`src/rtl/acl2_sample_ctrl.sv`:
```
// acl2_sample_ctrl: powers up the ADXL362 then periodically burst-reads X/Y/Z through the SPI byte engine
module acl2_sample_ctrl #(
  parameter int unsigned STARTUP_CYCLES = 500000,
  parameter int unsigned SAMPLE_PERIOD  = 1000000,
  parameter logic [7:0]  POWER_CTL_VAL  = 8'h02
) (
  input  logic        clk,
  input  logic        rst,
  output logic [7:0]  spi_send_data,
  output logic        spi_begin,
  input  logic        spi_end,
  input  logic [7:0]  spi_rx_data,
  input  logic        spi_cs_n,
  output logic [11:0] accel_x,
  output logic [11:0] accel_y,
  output logic [11:0] accel_z,
  output logic        sample_valid,
  output logic        init_done,
  output logic        overrun
);
  typedef enum logic [2:0] {STARTUP, WR, WAIT_CS, IDLE, RD} state_t;
  state_t state, state_n;
  logic [2:0] idx, idx_n;
  logic [7:0] send_n;
  logic [31:0] tmr, tmr_n;
  logic begin_n, pend, pend_n, tick, take, last, done_n, valid_n, cap;
  logic [7:0] xl, yl, zl;
  logic [3:0] xh, yh, zh;
  function automatic logic [7:0] byte_at(input logic rd, input logic [2:0] i);
    byte_at = rd ? (i == 3'd0 ? 8'h0B : i == 3'd1 ? 8'h0E : 8'h00)
                 : (i == 3'd0 ? 8'h0A : i == 3'd1 ? 8'h2D : POWER_CTL_VAL);
  endfunction
  assign cap = state == RD && spi_end;
  // next state, next registered outputs, shared startup/sample timer and pending flag
  always_comb begin
    state_n = state;
    idx_n   = idx;
    send_n  = spi_send_data;
    begin_n = spi_begin;
    take    = 1'b0;
    done_n  = init_done;
    valid_n = 1'b0;
    last    = idx == (state == RD ? 3'd7 : 3'd2);
    tick    = init_done && tmr == SAMPLE_PERIOD - 1;
    tmr_n   = init_done ? (tick ? 32'd0 : tmr + 32'd1) : (state == STARTUP ? tmr + 32'd1 : 32'd0);
    case (state)
      STARTUP: if (tmr >= STARTUP_CYCLES - 1 && spi_cs_n) begin
        state_n = WR;
        idx_n   = 3'd0;
        send_n  = byte_at(1'b0, 3'd0);
        begin_n = 1'b1;
      end
      WR, RD: if (spi_end) begin
        idx_n   = idx + 3'd1;
        send_n  = last ? spi_send_data : byte_at(state == RD, idx + 3'd1);
        begin_n = !last;
        state_n = last ? WAIT_CS : state;
      end
      WAIT_CS: if (spi_cs_n) begin
        state_n = IDLE;
        done_n  = 1'b1;
        valid_n = init_done;
      end
      IDLE: if (pend && spi_cs_n) begin
        state_n = RD;
        idx_n   = 3'd0;
        send_n  = byte_at(1'b1, 3'd0);
        begin_n = 1'b1;
        take    = 1'b1;
      end
      default: state_n = STARTUP;
    endcase
    pend_n = tick || (pend && !take);
  end
  // state register and registered SPI/status outputs
  always_ff @(posedge clk)
    if (rst) begin
      state         <= STARTUP;
      idx           <= 3'd0;
      tmr           <= 32'd0;
      pend          <= 1'b0;
      spi_send_data <= 8'h00;
      spi_begin     <= 1'b0;
      init_done     <= 1'b0;
      sample_valid  <= 1'b0;
      overrun       <= 1'b0;
    end else begin
      state         <= state_n;
      idx           <= idx_n;
      tmr           <= tmr_n;
      pend          <= pend_n;
      spi_send_data <= send_n;
      spi_begin     <= begin_n;
      init_done     <= done_n;
      sample_valid  <= valid_n;
      overrun       <= overrun | (tick & pend & !take);
    end
  // shadow capture of read bytes 2..7 and simultaneous publish of all three axes
  always_ff @(posedge clk)
    if (rst) begin
      xl      <= 8'h00;
      yl      <= 8'h00;
      zl      <= 8'h00;
      xh      <= 4'h0;
      yh      <= 4'h0;
      zh      <= 4'h0;
      accel_x <= 12'h000;
      accel_y <= 12'h000;
      accel_z <= 12'h000;
    end else begin
      xl      <= cap && idx == 3'd2 ? spi_rx_data : xl;
      xh      <= cap && idx == 3'd3 ? spi_rx_data[3:0] : xh;
      yl      <= cap && idx == 3'd4 ? spi_rx_data : yl;
      yh      <= cap && idx == 3'd5 ? spi_rx_data[3:0] : yh;
      zl      <= cap && idx == 3'd6 ? spi_rx_data : zl;
      zh      <= cap && idx == 3'd7 ? spi_rx_data[3:0] : zh;
      accel_x <= valid_n ? {xh, xl} : accel_x;
      accel_y <= valid_n ? {yh, yl} : accel_y;
      accel_z <= valid_n ? {zh, zl} : accel_z;
    end
endmodule

```
`config.mk`:
```
export PLATFORM = sky130hd
export DESIGN_NAME = acl2_sample_ctrl
export DESIGN_NICKNAME = d
export VERILOG_FILES = /design/src/rtl/acl2_sample_ctrl.sv
export SDC_FILE = /design/constraint.sdc
export NUM_CORES = 1
export LEC_CHECK = 0
export ABC_CLOCK_PERIOD_IN_PS = 5400
export CELL_PAD_IN_SITES_DETAIL_PLACEMENT = 0
export CELL_PAD_IN_SITES_GLOBAL_PLACEMENT = 1
export CORE_MARGIN = 4
export CORE_UTILIZATION = 25
export CTS_BUF_LIST = sky130_fd_sc_hd__clkbuf_16
export CTS_CLUSTER_SIZE = 8
export DETAILED_ROUTE_END_ITERATION = 10
export PLACE_DENSITY_LB_ADDON = 0.1
export SLEW_MARGIN = 20
export SYNTH_ARGS = -nofsm -noshare
export SYNTH_HDL_FRONTEND = slang
export SYNTH_SLANG_ARGS = --single-unit
```
`constraint.sdc`:
```
create_clock -name clk -period 5.4 [get_ports clk]
set_clock_uncertainty 0.2 [all_clocks]
set_input_delay 1.08 -clock clk [delete_from_list [all_inputs] [get_ports clk]]
set_output_delay 1.08 -clock clk [all_outputs]
set_load 0.01 [all_outputs]
```
---- After elaboration in Yosys (flattened, before gate mapping) ----
Cells that the tools add are included.
W data, S select, Z words.
operators by class
  add/subtract/negate cells ............... 2
  $lt $le $gt $ge ......................... 1
  equality and inequality tests ........... 19
  muxes and demuxes ....................... 32
  bitwise operators ....................... 3
  reductions and logical operators ........ 22
operators with widths
  kind                     count
  $mux W32                 3
  $add A32 B1 Y32 const B  1
  $eq A32 B20 Y1 const B   1
  $ge A32 B19 Y1 const B   1
  $mux W8                  4
  $mux W3                  9
  $pmux W8 S3              1
  $mux W6                  3
  $eq A3 B3 Y1 const B     5
  $eq A3 B2 Y1 const B     4
  $pmux W3 S4              1
  $logic_and A1 B1 Y1      11
  $ne A2 B2 Y1 const B     5
  $reduce_and A5 Y1        2
  $pmux W3 S3              1
  $mux W4                  2
  $mux W1                  7
  $eq A3 B1 Y1 const B     2
  $logic_not A3 Y1         2
  $reduce_and A4 Y1        1
  $add A3 B1 Y3 const B    1
  $eq A3 B3 Y1             1
  $pmux W1 S3              1
  $reduce_bool A3 Y1       1
  other kinds (7)          9
word-level totals
  bits in registers ....................... 123
  bits of input ports ..................... 12
  output and inout bits ................... 48
  word-level logic and storage cells ...... 97

---- Depth between registers and ports, before layout ----
Gate-level depths: netlist of the first run.
  depth in word-level cells ............... 8
  depth in mapped cells ................... 9

---- Worst setup path after synthesis of the first run ----
No wires, ideal clock.
  path kind ............................... input-to-reg
  start ................................... input spi_cs_n
  end ..................................... register idx[2]
  arrival ................................. 2.076 ns
  setup slack ............................. 3.023 ns
  stages on the path ...................... 5
  cell sequence ........................... and2_1 -> nand3_1 -> a21oi_1 -> nand2_1 -> o41ai_1
between the ends
  word-level cells in the longest chain between the ends .. 3
  elaborated cells on any way between the ends .. 5
  those cells by class .................... eq/ne (2); reduce/logical (3)
ends and longest elaborated chain
  item                                                    line    text
  start: declaration                                      13      input logic spi_cs_n,
  $logic_and A1 B1 Y1 (on tied branches)                  64, 47
  $ne A2 B2 Y1 (no line) or $ne A2 B1 Y1 (tied branches)  -
  $reduce_and A4 Y1 (no line) (*)                         -
  end signal: assignment                                  89      idx <= idx_n;
  end: declaration                                        23      logic [2:0] idx, idx_n;
Mark *: on every way between the ends. The rest lies on a longest branch, timed or not.
A chain may end at the register's enable or synchronous reset.

---- Worst setup path in the final report of the first run ----
  start ................................... input spi_end
  end ..................................... register zl[3]
between the ends
  word-level cells in the longest chain between the ends .. 2
ends and longest elaborated chain
  item                    line  text
  start: declaration      11    input logic spi_end,
  $logic_and A1 B1 Y1     33    assign cap = state == RD && spi_end;
  $logic_and A1 B1 Y1     115   zl <= cap && idx == 3'd6 ? spi_rx_data : zl;
  end signal: assignment  115
  end: declaration        27    logic [7:0] xl, yl, zl;
No other way between the ends.

==> flow_metrics.py, run 1 <==
metrics = {
    "final_layout": {
        "antenna_cells": 0,
        "utilization": 0.315,
        "design_area_sq_um": 6350,
        "area_delta_synth_final_pct": 24.3,
        "drive_above_1_share": 0.0650,
        "final_nets": 670,
        "layoutNonFillerInstCount": 932,
    },
    "setup_path": {
        "slowest_delay_ns": 0.65,
        "crit_path_cell_trace": "clkdlybuf4s50_1, and4bb_2, and2_1, nand2_1, nand2_1, a21oi_1",
        "required_ns": 5.45,
        "r2r-end": "zl[3]",
        "r2r_start": "state[2]",
        "crit_family": "simple AND/OR/NAND/NOR gates",
        "critical_path_class": "input pin to flip-flop",
        "worst_path_max_delay_cell": "and2_1",
        "reg2regPathDepth": 5,
        "crit_fanout": 23,
        "cp-start-kind": "input pin",
        "ff2ff_setup_slack_ns": 2.62,
        "path_common_cell": "nand2_1",
        "endpoint_kind": "flip-flop",
        "path_buf_inv": 1,
        "cp_data_arrival_time_ns": 3.21,
    },
    "clock_network": {
        "cts_root_buf": "clkbuf_16",
        "cts_resized": 0,
        "clk_latency_ns": 0.41,
        "post-cts-setup-buffers": 0,
        "cts_tree": "built",
        "clockBufferDepth": 2,
        "clkSinkCount": 120,
        "clk_pin_slew_ns": 0.05,
        "h-tree-depth": 4,
        "holdBufCountCts": 0,
        "cts_made_buffers": 17,
    },
    "logic_synthesis": {
        "synth_cell_types": 57,
        "synth_warnings": 0,
        "synth_most_common_cell": "dfxtp_1",
        "synth_top_area_share": 0.470,
        "postSynth.asyncResetShare": 0,
        "synth_edf_count": 0,
        "yosys-top-cells-area": "dfxtp_1, nand2_1, a21oi_1",
        "synth_area_sq_um": 5110,
        "synth_flop_cell": "dfxtp_1",
        "synth_top_area_cell": "dfxtp_1",
        "synthCells": 610,
        "ys_ff_latch": 120,
        "synth_seq_area_share": 0.470,
        "ys_top_cells_by_count": "dfxtp_1, nand2_1, a21oi_1",
        "avgSynthCellArea_sq_um": 8.38,
    },
    "place": {
        "dpl.cell_count": 901,
        "globalplace.congestion": 0.721,
        "dpl.hpwl_um": 9000,
        "pre_cts_ws_ns": 1.84,
        "port-buffer-count": 56,
        "place_area_sq_um": 5810,
    },
    "floorplanning": {
        "fp-row-count": 52,
        "die_h_um": 151,
        "core_area_sq_um": 20200,
        "die_w_um": 151,
        "start_util": 0.253,
        "die_area_sq_um": 22800,
        "io_pins": 60,
    },
    "grt": {
        "grt_use_total": 0.123,
        "grt_max_degree": 93,
        "grt_pass1_wl_um": 21800,
        "grt-ovfl-total": 0,
        "grt_pass1_vias": 4132,
        "antenna_found_initial": 0,
    },
    "power_and_ir_drop": {
        "power_leakage_uw": 0.00209,
        "power.ir.vdd_worst_mv": 0.202,
        "power_density_nw_per_um2": 313,
    },
    "worst_hold_path": {
        "hold_depth": 2,
        "min_path_type": "flip-flop to flip-flop",
        "hp-start": "accel_x[6]",
        "hold_path_end": "accel_x[6]",
    },
    "sta": {
        "worst_pin_slew_ns": 0.991,
        "hold_viol": 0,
        "fmax_mhz": 317,
        "worst_slack_ns": 2.24,
        "rsz0062_at_grt": "false",
        "period_needed_ns": 3.16,
        "finalSetupTns_ns": 0,
        "finalSetupViolCount": 0,
        "slew_headroom": 0.339,
        "maxSlewViolCount": 0,
        "post-route-period-util": 0.585,
    },
    "drt": {
        "route.detailed.drc": 0,
        "first_pass_iters": 4,
        "routed_wl_um": 13400,
        "wire_per_inst_um": 14.3,
        "drt_iter0_drc": 171,
        "ant_nets": 0,
        "vias": 4237,
        "viasPerCell": 4.55,
    },
    "status": {
        "status": "completed",
    },
    "job": {
        "cap_violations": 0,
    },
}
[area by class of cell]
type | count | area (sq um)
tap | 270 | 338
clock inverter | 14 | 118
fill | 2178 | 13800
multi-input combinational | 440 | 2450
inverter | 12 | 45.0
sequential | 120 | 2400
clock buffer | 17 | 425
timing repair buffer | 59 | 578
[worst max-delay path by stage]
stage	start	end	slack [ns]	depth (start not counted)
after floorplan	spi_cs_n	idx[2]	3.02	5
after global placement	spi_end	yl[1]	1.87	6
after detailed placement	spi_end	zl[3]	1.84	6
after CTS	spi_end	zl[3]	2.28	6
after global routing	spi_end	zl[3]	2.04	6
final	spi_end	zl[3]	2.24	6
[power by group]
part | total, uW | leakage (uW) | internal (uW) | switching, uW
Clock | 1060 | 0.000271 | 661 | 398
Combinational | 39.4 | 0.000854 | 10.9 | 28.5
Sequential | 890 | 0.000967 | 888 | 2.06
[layout by cell type, fill, tap and decap left out, types with 2 or more instances in the layout]
cell,instances
a211o_1,3
a211oi_2,2
a21oi_1,75
a31oi_1,2
and2_1,3
and3_1,3
and4_1,8
and4bb_2,2
buf_4,3
bufinv_16,2
clkbuf_16,17
clkdlybuf4s50_1,55
clkinv_1,4
clkinv_2,4
clkinvlp_4,2
conb_1,3
dfxtp_1,120
ha_1,8
inv_1,14
mux2i_1,8
nand2_1,119
nand2b_1,3
nand3_1,44
nand3b_1,2
nand4_1,6
nand4b_1,2
nor2_1,56
nor3_1,10
nor3b_1,3
nor4_1,10
nor4b_1,2
o21ai_0,6
o41ai_1,2
or2_2,2
or3_1,2
xnor2_1,27
xor2_1,4
[per-layer routing]
metal  part of all wire  global-route usage  vias to the layer above
li1                   -                   -                     2169
met1               0.52               0.169                     1986
met2               0.43               0.182                       66
met3              0.035              0.0308                       16
met4              0.019              0.0539                        0
met5                  0                   0                        -
[metrics by stage]
step / hold WS, ns / power (uW)
floorplan: 0.230 / 932
global placement: 0.244 / 949
detailed placement: 0.249 / 949
CTS: 0.257 / 2020
global route: 0.271 / 2060
finish: 0.253 / 1990
[sequential cells by signal, indices dropped and copies added (netlist names), 4 cells and up]
signal         flops
tmr               32
spi_send_data      5
zh                 4
zl                 8
yh                 4
accel_y           12
accel_x           12
accel_z           12
xh                 4
yl                 8
xl                 8
[worst reg2reg max path: cells and delay by family, from the launching register on]
family | cells | cell delay, ns
AOI/OAI and AO/OA | 1 | 0.07
and+or+nand+nor | 4 | 1.63
DFF | 1 | 0.72
[cell families (layout without fill, tap and decap cells)]
kind of cell | count (synthesis) | count (layout) | synth area share
and+or+nand+nor | 288 | 288 | 0.269
adders and majority gates | 8 | 8 | 0.0196
other | 1 | 3 | 0.000734
DFF | 120 | 120 | 0.470
muxes | 8 | 8 | 0.0157
buffers and inverters | 52 | 102 | 0.0526
xor gates and xnor gates | 31 | 31 | 0.0531
AOI/OAI and AO/OA | 102 | 102 | 0.119
No activity file was read; power rests on OpenSTA's default activity.
==> inputs of run 2 (changes only) <==
Settings changed: ABC_CLOCK_PERIOD_IN_PS 5400 to 3000.
Clock period 5.4 ns to 3 ns, I/O delays scaled along.
==> run 2 against run 1 <==
Flip-flop and latch count stayed put; non-clock buffer count grew 6; setup slack lost 1.7 ns; via count increased by 0.71%; first-iteration DRC count is 13% lower; largest power group unchanged.
==> flow_metrics.py, run 2 (synthesis gave the netlist of run 1 again) <==
metrics = {
    "setup_path": {
        "cp_data_arrival_time_ns": 2.57,
        "slowest_delay_ns": 0.43,
        "endpoint_kind": "flip-flop",
        "cp-start-kind": "flip-flop",
        "critical_path_class": "flip-flop to flip-flop",
        "crit_path_cell_trace": "ha_1, and4_1, o211ai_2, nand4b_1, nand2_1, o41ai_1",
        "crit_fanout": 11,
        "required_ns": 3.11,
        "worst_path_max_delay_cell": "nand4b_1",
    },
    "final_layout": {
        "drive_above_1_share": 0.0688,
        "final_nets": 676,
        "largest_reg_flops": 32,
        "mostFrequentLayoutCell": "dfxtp_1",
        "antenna_cells": 0,
        "seqCellArea_sq_um": 2400,
        "area_delta_synth_final_pct": 25.9,
        "nFillCells": 2174,
        "multi_input_area_sq_um": 2450,
        "final_cell_mix": "dfxtp_1, nand2_1, a21oi_1, nor2_1, clkdlybuf4s50_1",
        "top_register": "tmr",
    },
    "place": {
        "dpl.hpwl_um": 9170,
        "globalplace.congestion": 0.774,
        "port-buffer-count": 56,
    },
    "sta": {
        "hold_ws_ns": 0.249,
        "finalSetupViolCount": 0,
        "slew_headroom": 0.597,
        "fmax_mhz": 407,
        "worst_pin_slew_ns": 0.598,
        "rsz0062_at_grt": "false",
        "post-route-period-util": 0.819,
        "maxSlewViolCount": 0,
        "hold_viol": 0,
        "period_needed_ns": 2.46,
        "finalSetupTns_ns": 0,
    },
    "floorplanning": {
        "fp-row-count": 52,
        "start_util": 0.253,
        "die_w_um": 151,
        "io_pins": 60,
        "core_area_sq_um": 20200,
        "die_area_sq_um": 22800,
        "die_h_um": 151,
    },
    "drt": {
        "viasPerCell": 4.54,
        "vias": 4267,
        "drt_iter0_drc": 149,
        "routed_wl_um": 13400,
        "ant_nets": 0,
        "first_pass_iters": 4,
        "route.detailed.drc": 0,
        "wire_per_inst_um": 14.3,
    },
    "power_and_ir_drop": {
        "power_leakage_uw": 0.00213,
        "power.ir.vdd_worst_mv": 0.335,
        "power_density_nw_per_um2": 567,
    },
    "grt": {
        "globalRouteMet1Util": 0.167,
        "grt_max_degree": 85,
        "grt_use_total": 0.124,
        "grt-ovfl-total": 0,
        "grt_pass1_vias": 4225,
        "grt_use_met2": 0.186,
        "grt_pass1_wl_um": 21900,
        "grt-busiest-layer": "met2",
        "antenna_found_initial": 0,
        "use_met3": 0.0329,
    },
    "worst_hold_path": {
        "min_path_type": "flip-flop to flip-flop",
    },
    "clock_network": {
        "cts_resized": 0,
        "cts_root_buf": "clkbuf_16",
        "clockBufferDepth": 2,
        "cts_tree": "built",
        "post-cts-setup-buffers": 0,
        "holdBufCountCts": 0,
        "clk_latency_ns": 0.41,
        "clkSinkCount": 120,
        "cts_made_buffers": 17,
        "clk_pin_slew_ns": 0.05,
        "h-tree-depth": 4,
    },
    "job": {
        "cap_violations": 0,
    },
    "status": {
        "status": "completed",
    },
}
run 2: cell count changes in the layout (fill, tap and decap cells not counted):
cell / previous run / this run
buf_4: 3 / 8
clkinv_1: 4 / 8
clkinv_2: 4 / 2
buf_12: 0 / 1
bufinv_16: 2 / 3
clkinvlp_4: 2 / 1
inv_1: 14 / 13
or3_1: 2 / 3
or3_2: 1 / 0
run 2: metal layers:
| layer | vias up | wire (um) |
|---|---|---|
| li1 | 2179 | - |
| met5 | - | 0 |
| met2 | 81 | 5930 |
| met1 | 1989 | 6610 |
| met4 | 0 | 244 |
| met3 | 18 | 637 |
run 2: where the power goes:
| group | switching, uW | internal, uW | leakage (uW) |
|---|---|---|---|
| Sequential | 3.44 | 1600 | 0.000967 |
| Combinational | 53.0 | 23.1 | 0.000890 |
| Clock | 694 | 1270 | 0.000278 |
| Total | 751 | 2890 | 0.00213 |
run 2: worst max-delay path, delay by kind of cell, from the launching register on:
family / cells / cell delay [ns]
flip-flops: 1 / 0.37
AO/OA/AOI/OAI: 2 / 0.49
adder cells (fa/ha/maj): 1 / 0.22
AND/OR/NAND/NOR: 3 / 1.06
run 2: final timing paths:
kind | slack [ns] | to | depth (start not counted) | from
max reg2reg | 0.54 | idx[2] | 6 | tmr[0]
min reg2reg | 0.25 | accel_y[6] | 2 | accel_y[6]
min | 0.25 | accel_y[6] | 2 | accel_y[6]
max | 0.54 | idx[2] | 6 | tmr[0]
run 2: cell type report:
cell class / count / area share
Clock buffer: 17 / 0.0661
Clock inverter: 15 / 0.0220
Inverter: 12 / 0.00700
Multi-Input combinational cell: 440 / 0.380
Sequential cell: 120 / 0.373
Tap cell: 270 / 0.0525
Timing Repair Buffer: 65 / 0.0988
run 2: per-stage QoR:
step	power, uW	worst slack (ns)	instances	utilization	instance area [sq um]
after floorplan	1680	0.973	612	-	5120
after global placement	1710	0.314	907	0.291	5870
after detailed placement	1710	0.307	907	0.291	5870
after CTS	3720	0.490	939	0.319	6430
after global routing	3790	0.344	939	0.319	6430
final	3650	0.543	939	0.319	6430
